## src/rtl/program_loader_if.sv

```systemverilog
// Program-memory write port driven by the serial boot loader.
interface program_loader_if #(
    parameter int ADDR_WIDTH = 3,
    parameter int DATA_WIDTH = 32
);
    logic [ADDR_WIDTH-1:0] write_addr;
    logic [DATA_WIDTH-1:0] write_value;
    logic                  we;

    modport master (output write_addr, write_value, we);
    modport slave  (input  write_addr, write_value, we);
endinterface

```

## src/rtl/program_loader.sv

```systemverilog
// UART (8N1) boot loader: a 16-bit little-endian length, then that many bytes packed
// little-endian into program-memory words; the core is held in reset until the image is in.
module program_loader #(
    parameter int WORD_MAG           = 5,
    parameter int PROGRAM_ADDR_WIDTH = 5,
    parameter int CLKS_PER_BIT       = 868
) (
    input  logic             clk,
    input  logic             reset_b,
    input  logic             uart_rx,
    program_loader_if.master pmem,
    output logic             core_reset,
    output logic             load_done,
    output logic             load_error
);
    localparam int WORD_WIDTH   = 1 << WORD_MAG;
    localparam int WORD_BYTES   = WORD_WIDTH / 8;
    localparam int PROGRAM_SIZE = 1 << PROGRAM_ADDR_WIDTH;
    localparam int WADDR_WIDTH  = PROGRAM_ADDR_WIDTH - (WORD_MAG - 3);
    localparam int LANE_WIDTH   = (WORD_MAG > 3) ? WORD_MAG - 3 : 1;
    localparam int CNT_WIDTH    = $clog2(CLKS_PER_BIT);
    localparam int REM_WIDTH    = PROGRAM_ADDR_WIDTH + 1;

    localparam logic [CNT_WIDTH-1:0]  HALF_BIT_LAST = CNT_WIDTH'(CLKS_PER_BIT / 2 - 1);
    localparam logic [CNT_WIDTH-1:0]  FULL_BIT_LAST = CNT_WIDTH'(CLKS_PER_BIT - 1);
    localparam logic [LANE_WIDTH-1:0] LAST_LANE     = LANE_WIDTH'(WORD_BYTES - 1);
    localparam logic [REM_WIDTH-1:0]  REM_ONE       = REM_WIDTH'(1);

    typedef enum logic [1:0] {RX_IDLE, RX_START, RX_DATA, RX_STOP} rx_state_t;
    typedef enum logic [2:0] {LD_LEN_LO, LD_LEN_HI, LD_DATA, LD_DONE, LD_ERROR} ld_state_t;

    logic r_rx_meta;
    logic r_rx_sync;

    rx_state_t            r_rx_state,   w_rx_state_nxt;
    logic [CNT_WIDTH-1:0] r_clk_cnt,    w_clk_cnt_nxt;
    logic [2:0]           r_bit_idx,    w_bit_idx_nxt;
    logic [7:0]           r_shift,      w_shift_nxt;
    logic                 r_byte_valid, w_byte_valid_nxt;
    logic                 r_frame_err,  w_frame_err_nxt;

    ld_state_t             r_ld_state,  w_ld_state_nxt;
    logic [7:0]            r_len_lo,    w_len_lo_nxt;
    logic [REM_WIDTH-1:0]  r_remaining, w_remaining_nxt;
    logic [LANE_WIDTH-1:0] r_byte_idx,  w_byte_idx_nxt;
    logic [WORD_WIDTH-1:0] r_word,      w_word_nxt;
    logic [WADDR_WIDTH-1:0] r_addr,     w_addr_nxt;
    logic                  r_we,        w_we_nxt;
    logic [15:0]           w_length;

    // Reset to 1 so the synchroniser never presents a false start bit after reset.
    always_ff @(posedge clk or negedge reset_b) begin
        if (!reset_b) begin
            r_rx_meta <= 1'b1;
            r_rx_sync <= 1'b1;
        end else begin
            r_rx_meta <= uart_rx;
            r_rx_sync <= r_rx_meta;
        end
    end

    // NOTE: every variable gets a default before the case so no path leaves one unassigned (no latch).
    always_comb begin
        w_rx_state_nxt   = r_rx_state;
        w_clk_cnt_nxt    = r_clk_cnt + CNT_WIDTH'(1);
        w_bit_idx_nxt    = r_bit_idx;
        w_shift_nxt      = r_shift;
        w_byte_valid_nxt = 1'b0;
        w_frame_err_nxt  = 1'b0;
        case (r_rx_state)
            RX_IDLE: begin
                w_clk_cnt_nxt = '0;
                if (!r_rx_sync) w_rx_state_nxt = RX_START;
            end
            RX_START: begin
                if (r_clk_cnt == HALF_BIT_LAST) begin
                    w_clk_cnt_nxt  = '0;
                    w_bit_idx_nxt  = '0;
                    w_rx_state_nxt = r_rx_sync ? RX_IDLE : RX_DATA;
                end
            end
            RX_DATA: begin
                if (r_clk_cnt == FULL_BIT_LAST) begin
                    w_clk_cnt_nxt = '0;
                    w_shift_nxt   = {r_rx_sync, r_shift[7:1]};
                    w_bit_idx_nxt = r_bit_idx + 3'd1;
                    if (r_bit_idx == 3'd7) w_rx_state_nxt = RX_STOP;
                end
            end
            RX_STOP: begin
                if (r_clk_cnt == FULL_BIT_LAST) begin
                    w_byte_valid_nxt = r_rx_sync;
                    w_frame_err_nxt  = !r_rx_sync;
                    w_rx_state_nxt   = RX_IDLE;
                end
            end
            default: w_rx_state_nxt = RX_IDLE;
        endcase
    end

    // NOTE: sequential state uses non-blocking assignments so all flops update from the same old values.
    always_ff @(posedge clk or negedge reset_b) begin
        if (!reset_b) begin
            r_rx_state   <= RX_IDLE;
            r_clk_cnt    <= '0;
            r_bit_idx    <= '0;
            r_shift      <= '0;
            r_byte_valid <= 1'b0;
            r_frame_err  <= 1'b0;
        end else begin
            r_rx_state   <= w_rx_state_nxt;
            r_clk_cnt    <= w_clk_cnt_nxt;
            r_bit_idx    <= w_bit_idx_nxt;
            r_shift      <= w_shift_nxt;
            r_byte_valid <= w_byte_valid_nxt;
            r_frame_err  <= w_frame_err_nxt;
        end
    end

    assign w_length = {r_shift, r_len_lo};

    // r_we marks the write cycle; the word, address and lane index advance as it ends.
    always_comb begin
        w_ld_state_nxt  = r_ld_state;
        w_len_lo_nxt    = r_len_lo;
        w_remaining_nxt = r_remaining;
        w_byte_idx_nxt  = r_byte_idx;
        w_word_nxt      = r_word;
        w_addr_nxt      = r_addr;
        w_we_nxt        = 1'b0;
        case (r_ld_state)
            LD_LEN_LO: begin
                if (r_frame_err) begin
                    w_ld_state_nxt = LD_ERROR;
                end else if (r_byte_valid) begin
                    w_len_lo_nxt   = r_shift;
                    w_ld_state_nxt = LD_LEN_HI;
                end
            end
            LD_LEN_HI: begin
                if (r_frame_err) begin
                    w_ld_state_nxt = LD_ERROR;
                end else if (r_byte_valid) begin
                    if ({16'd0, w_length} > 32'(PROGRAM_SIZE)) begin
                        w_ld_state_nxt = LD_ERROR;
                    end else if (w_length == 16'd0) begin
                        w_ld_state_nxt = LD_DONE;
                    end else begin
                        w_remaining_nxt = REM_WIDTH'(w_length);
                        w_byte_idx_nxt  = '0;
                        w_ld_state_nxt  = LD_DATA;
                    end
                end
            end
            LD_DATA: begin
                if (r_we) begin
                    w_addr_nxt     = r_addr + WADDR_WIDTH'(1);
                    w_word_nxt     = '0;
                    w_byte_idx_nxt = '0;
                    if (r_remaining == '0) w_ld_state_nxt = LD_DONE;
                end else if (r_frame_err) begin
                    w_ld_state_nxt = LD_ERROR;
                end else if (r_byte_valid) begin
                    w_word_nxt[8*int'(r_byte_idx) +: 8] = r_shift;
                    w_remaining_nxt = r_remaining - REM_ONE;
                    w_byte_idx_nxt  = r_byte_idx + LANE_WIDTH'(1);
                    w_we_nxt        = (r_byte_idx == LAST_LANE) || (r_remaining == REM_ONE);
                end
            end
            LD_DONE:  w_ld_state_nxt = LD_DONE;
            LD_ERROR: w_ld_state_nxt = LD_ERROR;
            default:  w_ld_state_nxt = LD_ERROR;
        endcase
    end

    always_ff @(posedge clk or negedge reset_b) begin
        if (!reset_b) begin
            r_ld_state  <= LD_LEN_LO;
            r_len_lo    <= '0;
            r_remaining <= '0;
            r_byte_idx  <= '0;
            r_word      <= '0;
            r_addr      <= '0;
            r_we        <= 1'b0;
        end else begin
            r_ld_state  <= w_ld_state_nxt;
            r_len_lo    <= w_len_lo_nxt;
            r_remaining <= w_remaining_nxt;
            r_byte_idx  <= w_byte_idx_nxt;
            r_word      <= w_word_nxt;
            r_addr      <= w_addr_nxt;
            r_we        <= w_we_nxt;
        end
    end

    assign pmem.write_addr  = r_addr;
    assign pmem.write_value = r_word;
    assign pmem.we          = r_we;
    assign core_reset       = (r_ld_state != LD_DONE);
    assign load_done        = (r_ld_state == LD_DONE);
    assign load_error       = (r_ld_state == LD_ERROR);
endmodule

```

## src/flat_wrapper.sv

```systemverilog
// flat-port wrapper written by rule: the top's interface ports become plain ports
module program_loader_flat 
#(
    parameter int WORD_MAG           = 5,
    parameter int PROGRAM_ADDR_WIDTH = 5,
    parameter int CLKS_PER_BIT       = 868
)
  (clk, reset_b, uart_rx, core_reset, load_done, load_error, pmem_write_addr, pmem_write_value, pmem_we);
  program_loader_if #(.ADDR_WIDTH(3), .DATA_WIDTH(32)) pmem_i ();
  input  logic clk;
  input  logic reset_b;
  input  logic uart_rx;
  output logic core_reset;
  output logic load_done;
  output logic load_error;
  output wire logic [$bits(pmem_i.write_addr)-1:0] pmem_write_addr;
  output wire logic [$bits(pmem_i.write_value)-1:0] pmem_write_value;
  output wire logic [$bits(pmem_i.we)-1:0] pmem_we;
  assign pmem_write_addr = pmem_i.write_addr;
  assign pmem_write_value = pmem_i.write_value;
  assign pmem_we = pmem_i.we;
  program_loader #(.WORD_MAG(WORD_MAG), .PROGRAM_ADDR_WIDTH(PROGRAM_ADDR_WIDTH), .CLKS_PER_BIT(CLKS_PER_BIT)) u_core (.clk(clk), .reset_b(reset_b), .uart_rx(uart_rx), .pmem(pmem_i), .core_reset(core_reset), .load_done(load_done), .load_error(load_error));
endmodule
```

## config.mk

```make
export PLATFORM = sky130hd
export DESIGN_NAME = program_loader_flat
export DESIGN_NICKNAME = d
export VERILOG_FILES = /design/src/rtl/program_loader_if.sv /design/src/rtl/program_loader.sv /design/src/flat_wrapper.sv
export SDC_FILE = /design/constraint.sdc
export NUM_CORES = 1
export LEC_CHECK = 0
export BUFFER_PORTS_ARGS = -buffer_cell sky130_fd_sc_hd__buf_2
export CAP_MARGIN = 20
export CORE_MARGIN = 2
export CORE_UTILIZATION = 40
export DETAILED_ROUTE_END_ITERATION = 12
export RECOVER_POWER = 100
export SYNTH_ARGS = -nofsm -noshare
export SYNTH_HDL_FRONTEND = slang
export SYNTH_SLANG_ARGS = --single-unit
export TNS_END_PERCENT = 1
```

## constraint.sdc

```tcl
create_clock -name clk -period 5.9 [get_ports clk]
set_input_delay 1.18 -clock clk [delete_from_list [all_inputs] [get_ports clk]]
set_output_delay 1.18 -clock clk [all_outputs]
set_load 0.01 [all_outputs]
```

==> flow_summary.json <==
{
  "run_status": "complete, but fails checks",
  "violations": "max-capacitance violations, max-slew violations",
  "synth_edf_count": 0,
  "drt_iter0_drc": 115,
  "track_usage_pct": 15.2,
  "clk_pin_slew_ns": 0.08,
  "arrival_ns": 1.37,
  "synthCells": 394,
  "skew_ns": 0.0106,
  "crit_buf_inv": 2,
  "setup_viol": 0,
  "yosysWarnings": 0,
  "nFillCells": 972,
  "ys_seq_area_share_pct": 50.6,
  "multi_input_area_mm2": 0.00183,
  "critPathMaxFanout": 13,
  "register_area_mm2": 0.00205,
  "nNetsFinal": 457,
  "fp.dieW_um": 105,
  "via_count": 2891,
  "rows": 36,
  "first_pass_iters": 5,
  "cts_buffers": 9,
  "clk_root_buffer_cell": "clkbuf_8",
  "synth-main-ff-cell": "dfrtp_1",
  "crit_path_start_kind": "flop",
  "synth_seq_cells": 82,
  "initial_utilization_pct": 41.3,
  "cp_top_family": "flip-flops",
  "ant_nets": 0,
  "slew_violations": 33,
  "powerDensity_mw_per_mm2": 225,
  "critPathKind": "flop to output pin",
  "dieArea_mm2": 0.0110,
  "synth.avg_cell_area_um2": 10.3,
  "viasPerCell": 5.05,
  "max_cap_viol_count": 2,
  "insertedDiodeCount": 0,
  "remaining_drc_errors": 0,
  "die_y_um": 105,
  "grt_max_degree": 83,
  "final_util_pct": 45.7,
  "cp.depth": 4,
  "core_area_mm2": 0.00982,
  "worstMarginPinSlew_ns": 1.78,
  "cts.sinks": 82,
  "setup_tns_ns": 0,
  "synth_area_mm2": 0.00406,
  "slew_headroom_pct": -18.9,
  "final_cell_mix": "nand2_1, dfrtp_1, o21ai_0",
  "critPathSlowestCell": "dfrtp_1",
  "overflow": 0,
  "port_buffers": 41,
  "p_leak_nw": 2.04,
  "dpl.cell_count": 557,
  "syn_to_final_growth_pct": 10.6,
  "finalCritPeriodShare_pct": 43.3,
  "layout_commonest_cell": "nand2_1",
  "worstHoldPathCells": 0,
  "clk_latency_ns": 0.35,
  "hold_class": "flop to flop",
  "crit_chain": "nor2b_1 > nand2_1 > inv_1 > clkbuf_1",
  "hpwl_um": 5380,
  "antenna_found_initial": 0,
  "required_ns": 4.72,
  "post_cts_buffers": 0,
  "clock_path_buffers": 2,
  "rr_worst_depth": 5,
  "layout-drive-gt1-share_pct": 8.86,
  "rsz0062_at_grt": "no",
  "cts_tree": "built",
  "cts_hold_buffers": 0,
  "synth_nets": 415,
  "regToRegSetupSlack_ns": 3.37,
  "cts_max_level": 3,
  "async_flop_share_pct": 100,
  "period_minus_slack_ns": 2.55,
  "final_cells": 573,
  "max_stage_delay_ns": 0.55,
  "end_kind": "output pin",
  "max_freq_mhz": 392,
  "avgRoutedWirePerCell_um": 14.1,
  "totalWireLength_um": 8090,
  "peakVddDrop_mv": 0.128,
  "cts_resized": 0,
  "gp_congestion": 0.799,
  "io_pins": 42,
  "grt_pass1_wl_um": 13400,
  "yosysUniqueCellTypes": 56,
  "grt_pass1_vias": 2742,
  "hold_violations": 0
}
## where the power goes
| group | total, mW | switching, mW | internal, mW |
|---|---|---|---|
| Combinational | 0.0134 | 0.0109 | 0.00253 |
| Clock | 0.433 | 0.198 | 0.235 |
| Sequential | 0.563 | 0.000588 | 0.563 |
## registers in the layout (all words and copies together), names as in the netlist, 2 cells and up, named ones only
signal,flops
u_core.r_bit_idx,3
u_core.r_remaining,6
u_core.r_len_lo,8
u_core.pmem.write_value,32
u_core.r_byte_idx,2
u_core.r_shift,8
u_core.r_ld_state,3
u_core.r_clk_cnt,10
u_core.pmem.write_addr,3
## synth_stat cells, drive strengths merged, types with 6 or more instances
master | instances | share of area, %
nand2 | 90 | 8.3
ha | 18 | 5.6
mux2 | 23 | 6.8
nor3 | 8 | 1.2
clkbuf | 6 | 0.65
o21ai | 47 | 5.8
nor2 | 22 | 2.1
dfrtp | 80 | 49
xor2 | 6 | 1.3
inv | 12 | 1.1
xnor2 | 8 | 1.7
nor4 | 6 | 2.2
a21oi | 6 | 0.74
## logic make-up after synthesis
logic type | count (synthesis) | share of synthesized area [%]
flops | 82 | 50.6
buf+inv | 23 | 2.56
mux | 28 | 8.08
fa+ha+maj | 18 | 5.55
simple gates | 160 | 20.2
compound gates | 69 | 9.90
xor+xnor | 14 | 3.02
## cell type report
type,count,share of cell area (%)
Multi-Input combinational cell,289,40.8
Tap cell,133,3.71
Clock buffer,10,2.84
Timing Repair Buffer,42,4.07
Inverter,12,1.00
Sequential cell,82,45.8
Clock inverter,5,1.78
## final timing paths
path                                      startpoint                           to
worst max register to register  u_core.r_byte_idx[0]   u_core.pmem.write_value[2]
worst min-delay path                u_core.r_rx_meta             u_core.r_rx_sync
min in group asynchronous                    reset_b  u_core.pmem.write_value[11]
max in group asynchronous                    reset_b             u_core.r_rx_meta
worst min register to register      u_core.r_rx_meta             u_core.r_rx_sync
worst max-delay path            u_core.r_ld_state[1]                    load_done
## metrics by stage
step                setup WS (ns)  hold slack, ns  total power, mW  instance area (um^2)
finish                       3.35           0.358             1.01                  4490
global route                 3.14           0.369             1.05                  4490
CTS                          3.33           0.359             1.02                  4580
detailed placement           3.74           0.347            0.587                  4370
global placement             3.75           0.346            0.587                  4370
floorplan                    3.69           0.345            0.575                  4060
## layer usage
metal	global-route usage [%]	wire, um	vias up
met2	24.2	3740	64
met4	6.57	141	0
met3	2.81	318	12
met5	0	0	-
li1	-	-	1434
met1	20.4	3890	1381
(Power assumes the default switching activity.)
